`src/rtl/stv_hsiao_check_pkg.sv`:
```
// stv_hsiao_check_pkg: Hsiao column construction and syndrome helpers shared by the SECDED blocks
package stv_hsiao_check_pkg;

  typedef enum logic [1:0] {
    ERR_NONE,
    ERR_SEC,
    ERR_DED
  } err_t;

  // Column m of H: the m-th odd-weight (>=3) PWIDTH-bit pattern, lightest weights first, ascending value
  function automatic logic [31:0] stv_hsiao_col(input int dwidth, input int pwidth, input int m);
    int n;
    n = 0;
    if (m >= dwidth) return '0;
    for (int w = 3; w <= pwidth; w += 2)
      for (int v = 1; v < (1 << pwidth); v++)
        if ($countones(v) == w) begin
          if (n == m) return 32'(v);
          n++;
        end
    return '0;
  endfunction

  function automatic logic stv_hsiao(input int dwidth, input int pwidth, input int m, input int p);
    logic [31:0] col;
    col = stv_hsiao_col(dwidth, pwidth, m);
    return col[p];
  endfunction

  // Row p of H: which data bits feed parity bit p
  function automatic logic [63:0] stv_hsiao_row(input int dwidth, input int pwidth, input int p);
    logic [63:0] row;
    row = '0;
    for (int m = 0; m < dwidth && m < 64; m++) row[m] = stv_hsiao(dwidth, pwidth, m, p);
    return row;
  endfunction

  function automatic logic stv_hsiao_syndrome_match(input int dwidth, input int pwidth, input int m,
                                                    input logic [31:0] syn);
    logic [31:0] mask;
    mask = (32'(1) << pwidth) - 32'(1);
    return (m < dwidth) && ((syn & mask) == stv_hsiao_col(dwidth, pwidth, m));
  endfunction

endpackage

```
`src/rtl/stv_hsiao_check_parity.sv`:
```
// stv_hsiao_check_parity: combinational Hsiao parity generator over one message word
module stv_hsiao_check_parity
  import stv_hsiao_check_pkg::*;
#(
  parameter type DTYPE  = logic [3:0],
  parameter int  PWIDTH = 4
) (
  input  DTYPE              data,
  output logic [PWIDTH-1:0] parity
);

  localparam int DWIDTH = $bits(DTYPE);

  logic [DWIDTH-1:0] d;

  assign d = data;

  for (genvar p = 0; p < PWIDTH; p++) begin : g_row
    localparam logic [63:0] ROW = stv_hsiao_row(DWIDTH, PWIDTH, p);
    assign parity[p] = ^(d & ROW[DWIDTH-1:0]);
  end

endmodule

```
`src/rtl/stv_hsiao_check.sv`:
```
// stv_hsiao_check: two-stage pipelined Hsiao SECDED decoder with saturating error counters
module stv_hsiao_check
  import stv_hsiao_check_pkg::*;
#(
  parameter type DTYPE       = logic [3:0],
  parameter int  PWIDTH      = 4,
  parameter int  COUNT_WIDTH = 16
) (
  input  logic                   clk,
  input  logic                   rst,
  input  logic                   in_valid,
  output logic                   in_ready,
  input  DTYPE                   in_data,
  input  logic [PWIDTH-1:0]      in_parity,
  output logic                   out_valid,
  input  logic                   out_ready,
  output DTYPE                   out_data,
  output logic                   out_sec,
  output logic                   out_ded,
  output logic [COUNT_WIDTH-1:0] sec_count,
  output logic [COUNT_WIDTH-1:0] ded_count,
  input  logic                   count_clear
);

  localparam int DWIDTH = $bits(DTYPE);

  if (PWIDTH < 1 + $clog2(DWIDTH + PWIDTH)) begin : g_bad_pwidth
    $fatal(1, "stv_hsiao_check: PWIDTH too small for DWIDTH");
  end

  logic              s1_valid;
  logic              s1_adv;
  logic              s2_adv;
  logic              out_hs;
  logic [DWIDTH-1:0] s1_data;
  logic [DWIDTH-1:0] flip;
  logic [PWIDTH-1:0] s1_syn;
  logic [PWIDTH-1:0] calc;
  err_t              err;

  stv_hsiao_check_parity #(.DTYPE(DTYPE), .PWIDTH(PWIDTH)) u_parity (
    .data  (in_data),
    .parity(calc)
  );

  assign s2_adv   = !out_valid || out_ready;
  assign s1_adv   = !s1_valid || s2_adv;
  assign in_ready = s1_adv;
  assign out_hs   = out_valid && out_ready;

  for (genvar m = 0; m < DWIDTH; m++) begin : g_col
    assign flip[m] = stv_hsiao_syndrome_match(DWIDTH, PWIDTH, m, 32'(s1_syn));
  end

  // Classify the syndrome: a data-column or one-hot parity hit is correctable, any other nonzero is not
  always_comb err = (s1_syn == '0) ? ERR_NONE : (|flip || $onehot(s1_syn)) ? ERR_SEC : ERR_DED;

  // Stage 1: capture the received word and its syndrome
  always_ff @(posedge clk) begin
    if (rst) s1_valid <= 1'b0;
    else if (s1_adv) s1_valid <= in_valid;
    if (in_valid && s1_adv) begin
      s1_data <= in_data;
      s1_syn  <= calc ^ in_parity;
    end
  end

  // Stage 2: corrected data and flags, held while downstream stalls
  always_ff @(posedge clk) begin
    if (rst) begin
      out_valid <= 1'b0;
      out_data  <= '0;
      out_sec   <= 1'b0;
      out_ded   <= 1'b0;
    end else if (s2_adv) begin
      out_valid <= s1_valid;
      if (s1_valid) begin
        out_data <= s1_data ^ flip;
        out_sec  <= err == ERR_SEC;
        out_ded  <= err == ERR_DED;
      end
    end
  end

  // Saturating counters of delivered results; clear wins over a coincident event
  always_ff @(posedge clk) begin
    if (rst || count_clear) begin
      sec_count <= '0;
      ded_count <= '0;
    end else if (out_hs) begin
      if (out_sec && !(&sec_count)) sec_count <= sec_count + 1'b1;
      if (out_ded && !(&ded_count)) ded_count <= ded_count + 1'b1;
    end
  end

endmodule

```
`config.mk`:
```
export PLATFORM = sky130hd
export DESIGN_NAME = stv_hsiao_check
export DESIGN_NICKNAME = d
export VERILOG_FILES = /design/src/rtl/stv_hsiao_check_pkg.sv /design/src/rtl/stv_hsiao_check_parity.sv /design/src/rtl/stv_hsiao_check.sv
export SDC_FILE = /design/constraint.sdc
export NUM_CORES = 1
export LEC_CHECK = 0
export ABC_AREA = 1
export CORE_ASPECT_RATIO = 1.4
export CORE_MARGIN = 2
export CORE_UTILIZATION = 57
export CTS_CLUSTER_SIZE = 40
export DETAILED_ROUTE_END_ITERATION = 12
export PLACE_DENSITY_LB_ADDON = 0.2
export SYNTH_ARGS = -nofsm -noshare
export SYNTH_HDL_FRONTEND = slang
export SYNTH_HIERARCHICAL = 1
export SYNTH_SLANG_ARGS = --single-unit
```
`constraint.sdc`:
```
create_clock -name clk -period 4.3 [get_ports clk]
set_clock_uncertainty 0.2 [all_clocks]
set_input_delay 0.43 -clock clk [delete_from_list [all_inputs] [get_ports clk]]
set_output_delay 0.43 -clock clk [all_outputs]
set_load 0.01 [all_outputs]
```
; ---- After elaboration in Yosys (flattened, before gate mapping)
; Cells that the tools add are included.
[word_totals]
reg_bits = 48
latch_bits = 0
mem_bits_rw = 0
mem_bits_ro = 0
inputBits = 13
output_inout_bits = 40
word_cells = 48
memories = 0
[op_classes]
addsub = 5
n_mul = 0
div = 0
magnitude_cmp = 0
n_eq_ne = 7
shifts = 0
muxes = 2
bitwise_logic = 2
n_reduce_logical = 23
[ops]
columns = op, count
row1 = 16-bit by 1-bit adder with 16-bit output (second input constant), 2
row2 = 16-bit AND reduction, 2
row3 = 4-bit parity, 4
row4 = 4-bit equality test (second input constant), 3
row5 = 4-bit bitwise XOR, 2
row6 = 2-bit AND reduction, 3
row7 = 1-bit by 1-bit adder with 2-bit output, 2
row8 = 4-bit by 3-bit equality test with 1-bit output (second input constant), 1
row9 = 1-bit logical AND, 4
row10 = 1-bit logical NOT, 4
row11 = 4-bit logical NOT, 1
row12 = 1-bit logical OR, 4
row13 = 2-bit 2-to-1 mux, 2
row14 = 4-bit OR reduction, 1
row15 = 2-bit by 2-bit adder with 3-bit output, 1
row16 = 3-bit by 1-bit equality test with 1-bit output (second input constant), 1
row17 = 2-bit by 1-bit equality test with 1-bit output (second input constant), 1
row18 = 2-bit equality test (second input constant), 1

; ---- Logic depth before layout (Yosys ltp)
; Gate-level depths: netlist (run 1).
[logic_depth]
ltp_word = 7
mapped_depth = 11
depth_no_buf = 11

; ---- Cells and area by module
; Netlist (run 1), hierarchy kept.
[by_module_without_submodules]
columns = mod, n_inst, cells_each, area_each_um2, seq_area_each_um2
row1 = stv_hsiao_check, 1, 419, 2755.1, 1041.0
row2 = stv_hsiao_check_parity, 1, 24, 100.1, 0.0

; ---- Least setup slack after synthesis (run 1)
; OpenSTA, ideal clock, no wires.
[synth_timing]
path_type = register to register
start = reg s1_syn[0]
end = reg out_ded
setup_ns = 0.070
t_arrival_ns = 1.846
t_required_ns = 4.030
slack_ns = 2.185
path_stages_with_launch = 11
path_buffers = 0
synth_period_minus_slack_ns = 2.115
path_cell_list = edfxtp_1 > inv_1 > fa_1 > inv_1 > ha_1 > ha_1 > nand3b_1 > nand4_1 > nor2_1 > nand2_1 > a21oi_1
[synth_between]
elab_chain_len = 7
word_cells_on_any_way = 13
cone_classes = 2 x add/sub / 6 x eq/ne / 2 x mux / 3 x reduce/logical
[synth_rtl]
columns = item, line
row1 = "start, declared", stv_hsiao_check.sv:37  ; logic [PWIDTH-1:0] s1_syn;
row2 = "start signal, assigned", stv_hsiao_check.sv:64  ; s1_syn <= calc ^ in_parity;
row3 = 1-bit by 1-bit adder with 2-bit output (implied by the code), stv_hsiao_check.sv:56  ; always_comb err = (s1_syn == '0) ? ERR_NONE : (|flip || $onehot(s1_syn)) ? ERR_SEC : ERR_DED;
row4 = 2-bit by 2-bit adder with 3-bit output (implied by the code), stv_hsiao_check.sv:56
row5 = 3-bit by 1-bit equality test with 1-bit output, stv_hsiao_check.sv:56
row6 = 1-bit logical OR, stv_hsiao_check.sv:56
row7 = 2-bit 2-to-1 mux, stv_hsiao_check.sv:56
row8 = 2-bit 2-to-1 mux *, stv_hsiao_check.sv:56
row9 = 2-bit equality test *, stv_hsiao_check.sv:80  ; out_ded <= err == ERR_DED;
row10 = "end signal, assigned", stv_hsiao_check.sv:74  ; out_ded <= 1'b0;
row11 = "end signal, assigned", stv_hsiao_check.sv:80
row12 = "end, declared", stv_hsiao_check.sv:19  ; output logic out_ded,
; Every way passes the cells marked *; elsewhere a longest branch is shown, timed or not.
; A chain may end at the register's enable or synchronous reset.

; ---- Worst setup path in the final report (run 1)
[layout_timing]
start = in out_ready
end = out in_ready
[layout_between]
elab_chain_len = 2
[layout_rtl]
columns = item, line
row1 = "start, declared", stv_hsiao_check.sv:16  ; input logic out_ready,
row2 = 1-bit logical OR, stv_hsiao_check.sv:46  ; assign s2_adv = !out_valid || out_ready;
row3 = 1-bit logical OR, stv_hsiao_check.sv:47  ; assign s1_adv = !s1_valid || s2_adv;
row4 = "end, declared", stv_hsiao_check.sv:12  ; output logic in_ready,
; Every way passes these cells.

==> metrics.txt, run 1 <==
cell count after placement ~550; Critical R2R Launch ded_count[0]$_SDFFE_PP0P_; asr flop ratio synth 0%; Filler cells around 420; cells after synthesis approximately 440; post-route setup TNS 0 ns; Post-synth EDFFs 8; design area approximately 3500 um^2; Syn Nets about 470; buffers inserted by post-CTS timing repair 0; first-pass GRT wire length 10100 um; Root Driver clkbuf_8; non-filler instance count after layout 560; Clock power frac between 30% and 40%; core area between 4000 and 5000 um^2; internal power roughly 0.65 mW; Synth Register Bits between 40 and 50; clock slew at reported path FFs ~0.090 ns; worst hold margin approximately 0.34 ns; Lkg Pwr around 1.4 nW; highest-delay cell along the critical path clkdlybuf4s50_1; Clock Latency Late Sink 0.31 ns; share of Yosys cell area claimed by the top area cell type between 20% and 30%; most used cell, CP clkdlybuf4s50_1; Hold Path End ded_count[15]$_SDFFE_PP0P_; routed via count about 2800; largest net degree at the start of global routing 33; Final Hold Viols 0; Total GRT Usage 22.7%; Antenna Cells 0; status finished clean; Arr. time, crit path 1.70 ns; PD cells ~250 nW/um^2; CTS H-tree depth 2; fmax roughly 430 MHz; final worst path period need between 2 and 2.5 ns; final setup fails 0; fin nets roughly 520; Detail Placement HPWL about 4600 um; Resize count post-CTS 0; Syn Area/Cell around 6.4 um^2; Die H about 88 um; synth top area cells dfxtp_1 28%, nand2_1 18%, inv_1 9.2%, nor2_1 9.2%, edfxtp_1 8.4%; Via density between 4 and 5; Hold Buf Count CTS 0; combinational share of power between 10% and 20%; DRT Pass-1 Iters 6; DRC 0; net switching power roughly 0.24 mW; Area Overhead vs Synth 23.1%; GPL Wtd Cong slightly below 0.9; TritonCTS Buffers 5; crit path kind primary input to primary output; placed instance area about 3400 um^2; Synth area leader dfxtp_1; sequential share of the synthesized area ~36%; Unique masters post-synth 26; Iter 0 DRT Violations 159; critical path capture point type primary output; Max-Cap Viols 0; io pins 53; Min-Delay Startpoint ded_count[15]$_SDFFE_PP0P_; period utilization 54.3%; Die ar. around 5600 um^2; initial antenna violation count 0; sequential power share between 50 and 60%; Starting Density between 50% and 60%; startpoint types primary input; critical path cell sequence clkdlybuf4s50_1, inv_1, nand3_1, clkdlybuf4s50_1; CTS tree done; Slew HR approximately 38%; Worst EP required about 3.7 ns; Tightest Pin Transition ~0.94 ns; Die W between 60 and 70 um; vias in the first global route about 2300; Hold Crit Class flip-flop to flip-flop; routed length per instance 11.1 um; # rows 30; terminus of the critical flop-to-flop path ded_count[2]$_SDFFE_PP0P_; Sink Count 48; VDD IR max about 0.00021 V; yosys warns 6; CP max stage delay about 0.57 ns; area of the multi-input gates between 1000 and 1500 um^2; reg2reg setup slack slightly below 2 ns; FF-to-FF path depth 11; Seq. cell area approximately 1000 um^2; CP Max Fanout 3; switch share about 27%; Worst Hold Path Cells 2; gr ovfl total 0; synthesized area between 2000 and 3000 um^2; share of layout cells above drive strength 1 ~6.5%; final WL a little over 6000 um; IO Port Bufs 52; Max Slew Vio Count 0; CTS max path bufs 2; RSZ-0062 raised after global routing no; Top FF cell, synth dfxtp_1; final antenna-violating net count 0
==> worst max-delay path by stage <==
stage | cells after the start | from | to
6_report | 4 | out_ready | in_ready
5_1_grt | 11 | ded_count[0]$_SDFFE_PP0P_ | ded_count[2]$_SDFFE_PP0P_
4_1_cts | 4 | out_ready | in_ready
3_5_place_dp | 8 | out_ready | ded_count[10]$_SDFFE_PP0P_
3_3_place_gp | 8 | out_ready | ded_count[10]$_SDFFE_PP0P_
2_1_floorplan | 10 | s1_syn[0]$_DFFE_PP_ | out_ded$_SDFFE_PP0P_
==> state kept, by name (all words and copies together), names as in the netlist <==
name	cells
sec_count	16
s1_syn	4
s1_data	4
out_sec	1
out_data	4
ded_count	16
s1_valid	1
out_ded	1
out_valid	1
==> metrics by stage <==
step	worst slack (ns)	utilization [%]	total power, mW
after floorplan	2.18	-	0.572
after global placement	1.97	70.6	0.608
after detailed placement	1.91	70.6	0.613
after CTS	1.97	72.6	0.900
after global routing	1.75	72.6	0.932
final	1.97	72.6	0.894
==> synthesized netlist by cell type, types with 2 or more instances <==
cell / count
a21oi_1: 20
and3_1: 3
buf_2: 5
buf_6: 2
dfxtp_1: 40
edfxtp_1: 8
ha_1: 8
inv_1: 70
inv_2: 4
nand2_1: 135
nand2_2: 2
nand3_1: 38
nand3_2: 9
nand4_1: 2
nor2_1: 70
nor2_2: 4
nor3_1: 3
o21ai_0: 5
xor2_1: 8
==> logic make-up (layout without fill, tap and decap cells) <==
logic type	after synthesis	after routing	synth area share, %
AND/OR/NAND/NOR	269	269	40.4
adder cells (fa/ha/maj)	9	9	4.21
buffers and inverters	83	136	11.8
AO/OA/AOI/OAI	25	25	4.38
flip-flops	48	48	36.5
XOR/XNOR	9	9	2.76
==> final cells by class <==
cell class              count  area share, %
clock buffers               6           2.35
clock inverters             2          0.427
inverters                  74           7.90
multi-input cells         312           42.2
flip-flops and latches     48           29.6
well taps                  64           2.28
repair buffers             54           15.2
==> worst max-delay path, delay by kind of cell <==
family / cells / cell delay, ns
AND/OR/NAND/NOR: 1 / 0.14
buffers and inverters: 3 / 1.13
==> layer usage <==
metal,vias up,GRT usage [%],part of all wire [%]
met3,8,3.60,3.7
met4,0,9.09,1.6
li1,1457,-,-
met1,1241,27.3,43
met5,-,0,0
met2,73,40.4,51
==> layout by cell type, fill, tap and decap left out <==
master,count
a21oi_1,20
and2_1,1
and3_1,3
buf_4,2
clkbuf_8,6
clkdlybuf4s50_1,52
clkinvlp_4,2
dfxtp_1,40
edfxtp_1,8
fa_1,1
ha_1,8
inv_1,70
inv_2,4
nand2_1,135
nand2_2,2
nand3_1,38
nand3_2,9
nand3b_1,1
nand4_1,2
nor2_1,68
nor2_2,6
nor3_1,3
o21ai_0,5
or2_2,1
xnor2_1,1
xor2_1,8
==> power groups by stage <==
stage               clock network (mW)  logic [mW]  registers (mW)
global route                     0.311       0.139           0.482
finish                           0.290       0.123           0.480
floorplan                            0      0.0817           0.491
global placement                     0       0.117           0.490
CTS                              0.298       0.123           0.480
detailed placement                   0       0.122           0.490
Note: power is estimated with default switching activity, not from simulation.
==> run 2: changes to the inputs <==
Settings changed: CORE_UTILIZATION 57 to 52.
Clock period 4.3 ns to 2.4 ns, I/O delays scaled along.
==> run 2 against run 1 <==
Net effect: clock power increased by 100%; die area increased by 9.1%; flip-flop and latch count unchanged; cell count increased by 0.89%; cell area increased by 1.5%; register-to-register slack got worse by 1.8 ns; sequential power increased by 79%.
==> metrics.txt, run 2 (synthesis results as in run 1) <==
Slew HR 62.9%; final worst-path setup slack roughly 0.14 ns; final WL ~6000 um; Hold Crit Class flip-flop to flip-flop; vias in the first global route 2489; Hold Path End out_sec$_SDFFE_PP0P_; first-pass GRT wire length ~10000 um; DRC 0; TritonCTS Buffers 5; io pins 53; # rows 31; CTS tree done; clock slew at reported path FFs around 0.1 ns; DRT Pass-1 Iters 4; Max Slew Vio Count 0; CP max stage delay 0.53 ns; CTS max path bufs 2; PD cells ~470 nW/um^2; highest-delay cell along the critical path fa_1; Clock Latency Late Sink around 0.31 ns; Top Registers ded_count: 16 flops, sec_count: 16 flops; most frequent cells in the layout 135 x nand2_1, 69 x inv_1, 68 x nor2_1, 52 x clkdlybuf4s50_1, 40 x dfxtp_1; CP Max Fanout 3; non-filler instance count after layout between 500 and 600; FF-to-FF path depth 10; core area ~5200 um^2; Worst Hold Path Cells 2; VDD IR max about 0.0004 V; Hold Buf Count CTS 0; Arr. time, crit path 2.30 ns; startpoint types flip-flop; final antenna-violating net count 0; crit path kind flip-flop to flip-flop; routed via count about 2800; Final Hold Viols 0; Design Power 1.66 mW; initial antenna violation count 0; RSZ-0062 raised after global routing no; Root Driver clkbuf_8; Min-Delay Startpoint out_sec$_SDFFE_PP0P_; Max-Cap Viols 0; fmax ~440 MHz; Tightest Pin Transition between 0.5 and 0.6 ns; Via density 5.01; Area Overhead vs Synth 25.0%; Total GRT Usage a little over a fifth; final setup fails 0; buffers inserted by post-CTS timing repair 0; dpl ws 0.139 ns; most common cell after layout, fill and taps aside nand2_1; worst hold margin around 0.32 ns; fin nets 520; largest net degree at the start of global routing 33; CTS H-tree depth 2; Detail Placement HPWL about 4600 um; final core utilization between 60% and 70%; Worst EP required 2.45 ns; Sink Count 48; Iter 0 DRT Violations 214; Lkg Pwr 1.46 nW; Critical R2R Launch s1_syn[0]$_DFFE_PP_; post-route setup TNS 0 ns; Die H slightly above 90 um; cell count after placement about 560; period utilization 94.0%; status finished clean; most used cell, CP ha_1; critical path cell sequence inv_2, fa_1, inv_1, ha_1, ha_1, nand3b_1, nand4_1, nor2_1, nand2_1, a21oi_1; design area between 3000 and 4000 um^2; Die ar. slightly above 6000 um^2; Starting Density between 50% and 60%; routed length per instance between 10 and 15 um; gr ovfl total 0; GPL Wtd Cong between 0.8 and 0.9; final worst path period need roughly 2.3 ns; IO Port Bufs between 50 and 60; Antenna Cells 0; terminus of the critical flop-to-flop path out_ded$_SDFFE_PP0P_; Die W 66.6 um; placed instance area 3440 um^2; critical path capture point type flip-flop; reg2reg setup slack around 0.14 ns; share of layout cells above drive strength 1 just over 7%
==> run 2: cell count changes in the layout (fill, tap and decap cells not counted), sizes merged <==
cell,change
buf,+3
clkinvlp,-2
clkbuf,+1
clkinv,+1
==> run 2: area by class of cell <==
| type | instances | area, um^2 |
|---|---|---|
| inverters | 74 | 278 |
| clock inverters | 1 | 8.76 |
| multi-input cells | 312 | 1490 |
| well taps | 66 | 82.6 |
| repair buffers | 57 | 558 |
| fillers | 475 | 1670 |
| flip-flops and latches | 48 | 1040 |
| clock buffers | 7 | 108 |
==> run 2: where the power goes <==
| group | internal (mW) | total (mW) | switching, mW |
|---|---|---|---|
| sequential | 0.843 | 0.860 | 0.0170 |
| combinational | 0.0933 | 0.224 | 0.130 |
| clock | 0.299 | 0.580 | 0.281 |
==> run 2: worst max-delay path by stage <==
| stage | startpoint | endpoint |
|---|---|---|
| 3_3_place_gp | s1_syn[0]$_DFFE_PP_ | out_ded$_SDFFE_PP0P_ |
| 6_report | s1_syn[0]$_DFFE_PP_ | out_ded$_SDFFE_PP0P_ |
| 5_1_grt | s1_syn[0]$_DFFE_PP_ | out_ded$_SDFFE_PP0P_ |
| 2_1_floorplan | s1_syn[0]$_DFFE_PP_ | out_ded$_SDFFE_PP0P_ |
| 3_5_place_dp | s1_syn[0]$_DFFE_PP_ | out_ded$_SDFFE_PP0P_ |
| 4_1_cts | s1_syn[0]$_DFFE_PP_ | out_ded$_SDFFE_PP0P_ |
==> run 2: worst max-delay path, delay by kind of cell (launching register included) <==
| kind | cells | cell delay, ns |
|---|---|---|
| compound gates | 1 | 0.12 |
| fa+ha+maj | 3 | 0.96 |
| buf+inv | 2 | 0.12 |
| flops | 1 | 0.40 |
| simple gates | 4 | 0.41 |
==> run 2: layer usage <==
| layer | global-route usage, % | up-vias | wire length (um) |
|---|---|---|---|
| met3 | 3.56 | 11 | 212 |
| li1 | - | 1467 | - |
| met4 | 7.65 | 0 | 134 |
| met5 | 0 | - | 0 |
| met1 | 24.8 | 1287 | 2680 |
| met2 | 37.8 | 65 | 3140 |
==> run 2: repair_timing <==
item	4_1_cts	5_1_grt
endpoints found under the hold margin	0	0
setup endpoints to repair	0	16
resized for setup	0	3
==> run 3: changes to the inputs <==
Settings changed: ABC_AREA 1 to default, CORE_UTILIZATION 52 to 51.
==> run 3 against run 2 <==
Net effect: power fell by 3.7%; utilization rose by 1.0 points; synthesized cell count fell by 38%; critical endpoint unchanged.
==> metrics.txt, run 3 <==
status finished clean; buffers inserted by post-CTS timing repair 0; fmax ~420 MHz; Clock Latency Late Sink 0.30 ns; Top FF cell, synth dfxtp_1; CTS tree done; Seq. cell area approximately 1000 um^2; CP max stage delay between 0.5 and 0.6 ns; Top Registers ded_count: 16 flops, sec_count: 16 flops; critical path capture point type flip-flop; Synth area leader dfxtp_1; Lkg Pwr around 1.1 nW; cell count after placement roughly 390; Max Slew Vio Count 0; Final Hold Viols 0; largest net degree at the start of global routing 18; Total GRT Usage between 20% and 30%; area of the multi-input gates roughly 1500 um^2; io pins 53; Antenna Cells 0; CP Max Fanout 3; TritonCTS Buffers 5; fin nets roughly 360; cells after synthesis roughly 280; Via density between 5 and 6; routed length per instance about 14 um; Synth Register Bits 48; worst path buffer plus inverter count 2; gr ovfl total 0; sequential share of the synthesized area a little over 40%; Filler cells slightly below 400; final setup fails 0; VDD IR max approximately 0.00036 V; Area Overhead vs Synth 30.0%; routed via count between 2000 and 2500; Synth top cells by count 40 x dfxtp_1, 24 x a21oi_1, 19 x nand2_1, 17 x o31ai_1, 17 x or4_1; CTS max path bufs 2; initial antenna violation count 0; final core utilization about 69%; GPL Wtd Cong 0.816; Hold Buf Count CTS 0; Die ar. 5640 um^2; reg2reg setup slack ~0.0045 ns; non-filler instance count after layout approximately 400; final antenna-violating net count 0; final worst path period need around 2.4 ns; Worst EP required approximately 2.5 ns; Die W about 64 um; RSZ-0062 raised after global routing yes; critical path cell sequence inv_2, fa_1, inv_1, ha_2, ha_4, nor3b_2, a2111o_1, o31a_1, nor2_1; Syn Area/Cell 9.33 um^2; synth top area cells dfxtp_1 31%, edfxtp_1 9.3%, o31ai_1 5.0%, or4_1 5.0%, a21oi_1 4.7%; Syn Nets between 200 and 300; DRC 0; vias in the first global route 2132; Iter 0 DRT Violations approximately 120; Die H 88.1 um; Max-Cap Viols 0; Top delay family on crit path adder cells; final WL 5690 um; clock slew at reported path FFs 0.09 ns; most frequent cells in the layout 52 x clkdlybuf4s50_1, 40 x dfxtp_1, 24 x a21oi_1, 19 x nand2_1; # rows 30; PD cells between 400 and 500 nW/um^2; highest-delay cell along the critical path fa_1; share of layout cells above drive strength 1 under 10%; Starting Density a little over half; most frequent cell after synthesis dfxtp_1; Sink Count 48; Resize count post-CTS 1; startpoint types flip-flop; most common cell after layout, fill and taps aside clkdlybuf4s50_1; Unique masters post-synth between 40 and 50; Root Driver clkbuf_8; Slew HR 67.9%; DRT Pass-1 Iters 4; Post-synth EDFFs 8; Hold Crit Class flip-flop to flip-flop; CTS H-tree depth 2; crit path kind flip-flop to flip-flop; asr flop ratio synth 0%; Tightest Pin Transition about 0.48 ns; Detail Placement HPWL between 4000 and 5000 um; period utilization 99.8%; core area 4840 um^2; first-pass GRT wire length approximately 9600 um; synthesized area 2580 um^2; IO Port Bufs 52; share of Yosys cell area claimed by the top area cell type ~31%; Arr. time, crit path about 2.4 ns; yosys warns 6
[run 3: cell types whose count changed after synthesis, sizes merged, moves of 8 or more]
cell / delta
nor2: -61
or4: +19
nand4: +8
o31ai: +17
nand3: -35
nor4: +8
nand2: -118
clkbuf: +9
inv: -64
[run 3: per-layer routing]
layer	track usage, %	part of all wire [%]	vias to the layer above	routed length (um)
met1	25.1	43	1144	2440
met2	38.3	51	63	2910
li1	-	-	1188	-
met4	6.52	1.2	0	70
met3	4.24	4.8	7	274
met5	0	0	-	0
[run 3: power breakdown]
| part | internal [mW] | leakage [nW] | total [mW] | switching, mW |
|---|---|---|---|---|
| registers | 0.847 | 0.402 | 0.866 | 0.0194 |
| logic | 0.131 | 0.668 | 0.232 | 0.101 |
| clock network | 0.236 | 0.0455 | 0.503 | 0.268 |
| total | 1.21 | 1.12 | 1.60 | 0.388 |
[run 3: final timing paths]
| path | start | to | cells past startpoint |
|---|---|---|---|
| min | out_data[3]$_SDFFE_PP0P_ | out_data[3]$_SDFFE_PP0P_ | 2 |
| max | s1_syn[0]$_DFFE_PP_ | out_ded$_SDFFE_PP0P_ | 9 |
| min reg2reg | out_data[3]$_SDFFE_PP0P_ | out_data[3]$_SDFFE_PP0P_ | 2 |
| max reg2reg | s1_syn[0]$_DFFE_PP_ | out_ded$_SDFFE_PP0P_ | 9 |
[run 3: cells by family after synthesis]
kind of cell | share of synthesized area, %
AOI/OAI and AO/OA | 18.3
xor gates and xnor gates | 7.38
adders and majority gates | 4.66
buffers and inverters | 3.06
DFF | 40.4
muxes | 0.389
and+or+nand+nor | 25.8
[run 3: layout make-up]
| class | instances | share of cell area [%] |
|---|---|---|
| Timing Repair Buffer | 65 | 18.5 |
| Sequential cell | 48 | 31.1 |
| Multi-Input combinational cell | 207 | 44.2 |
| Clock buffer | 8 | 2.69 |
| Tap cell | 64 | 2.39 |
| Inverter | 10 | 1.12 |
[run 3: worst reg2reg max path: stages (launching register included)]
cell and delay (ns):
edfxtp_1 0.37, inv_2 0.06, fa_1 0.53, inv_1 0.05, ha_2 0.18, ha_4 0.26, nor3b_2 0.03, a2111o_1 0.30
o31a_1 0.28, nor2_1 0.08
[run 3: per-stage QoR]
| stage | instance area (um^2) | total power [mW] | hold WS (ns) | setup slack (ns) | setup TNS (ns) |
|---|---|---|---|---|---|
| 2_1_floorplan | 2580 | 1.01 | 0.139 | 0.0586 | 0 |
| 3_3_place_gp | 3230 | 1.09 | 0.288 | 0.0664 | 0 |
| 3_5_place_dp | 3230 | 1.10 | 0.291 | -0.0345 | -0.0345 |
| 4_1_cts | 3330 | 1.60 | 0.302 | -0.00723 | -0.00723 |
| 5_1_grt | 3350 | 1.67 | 0.333 | -0.0834 | -0.0834 |
| 6_report | 3350 | 1.60 | 0.298 | 0.00451 | 0 |
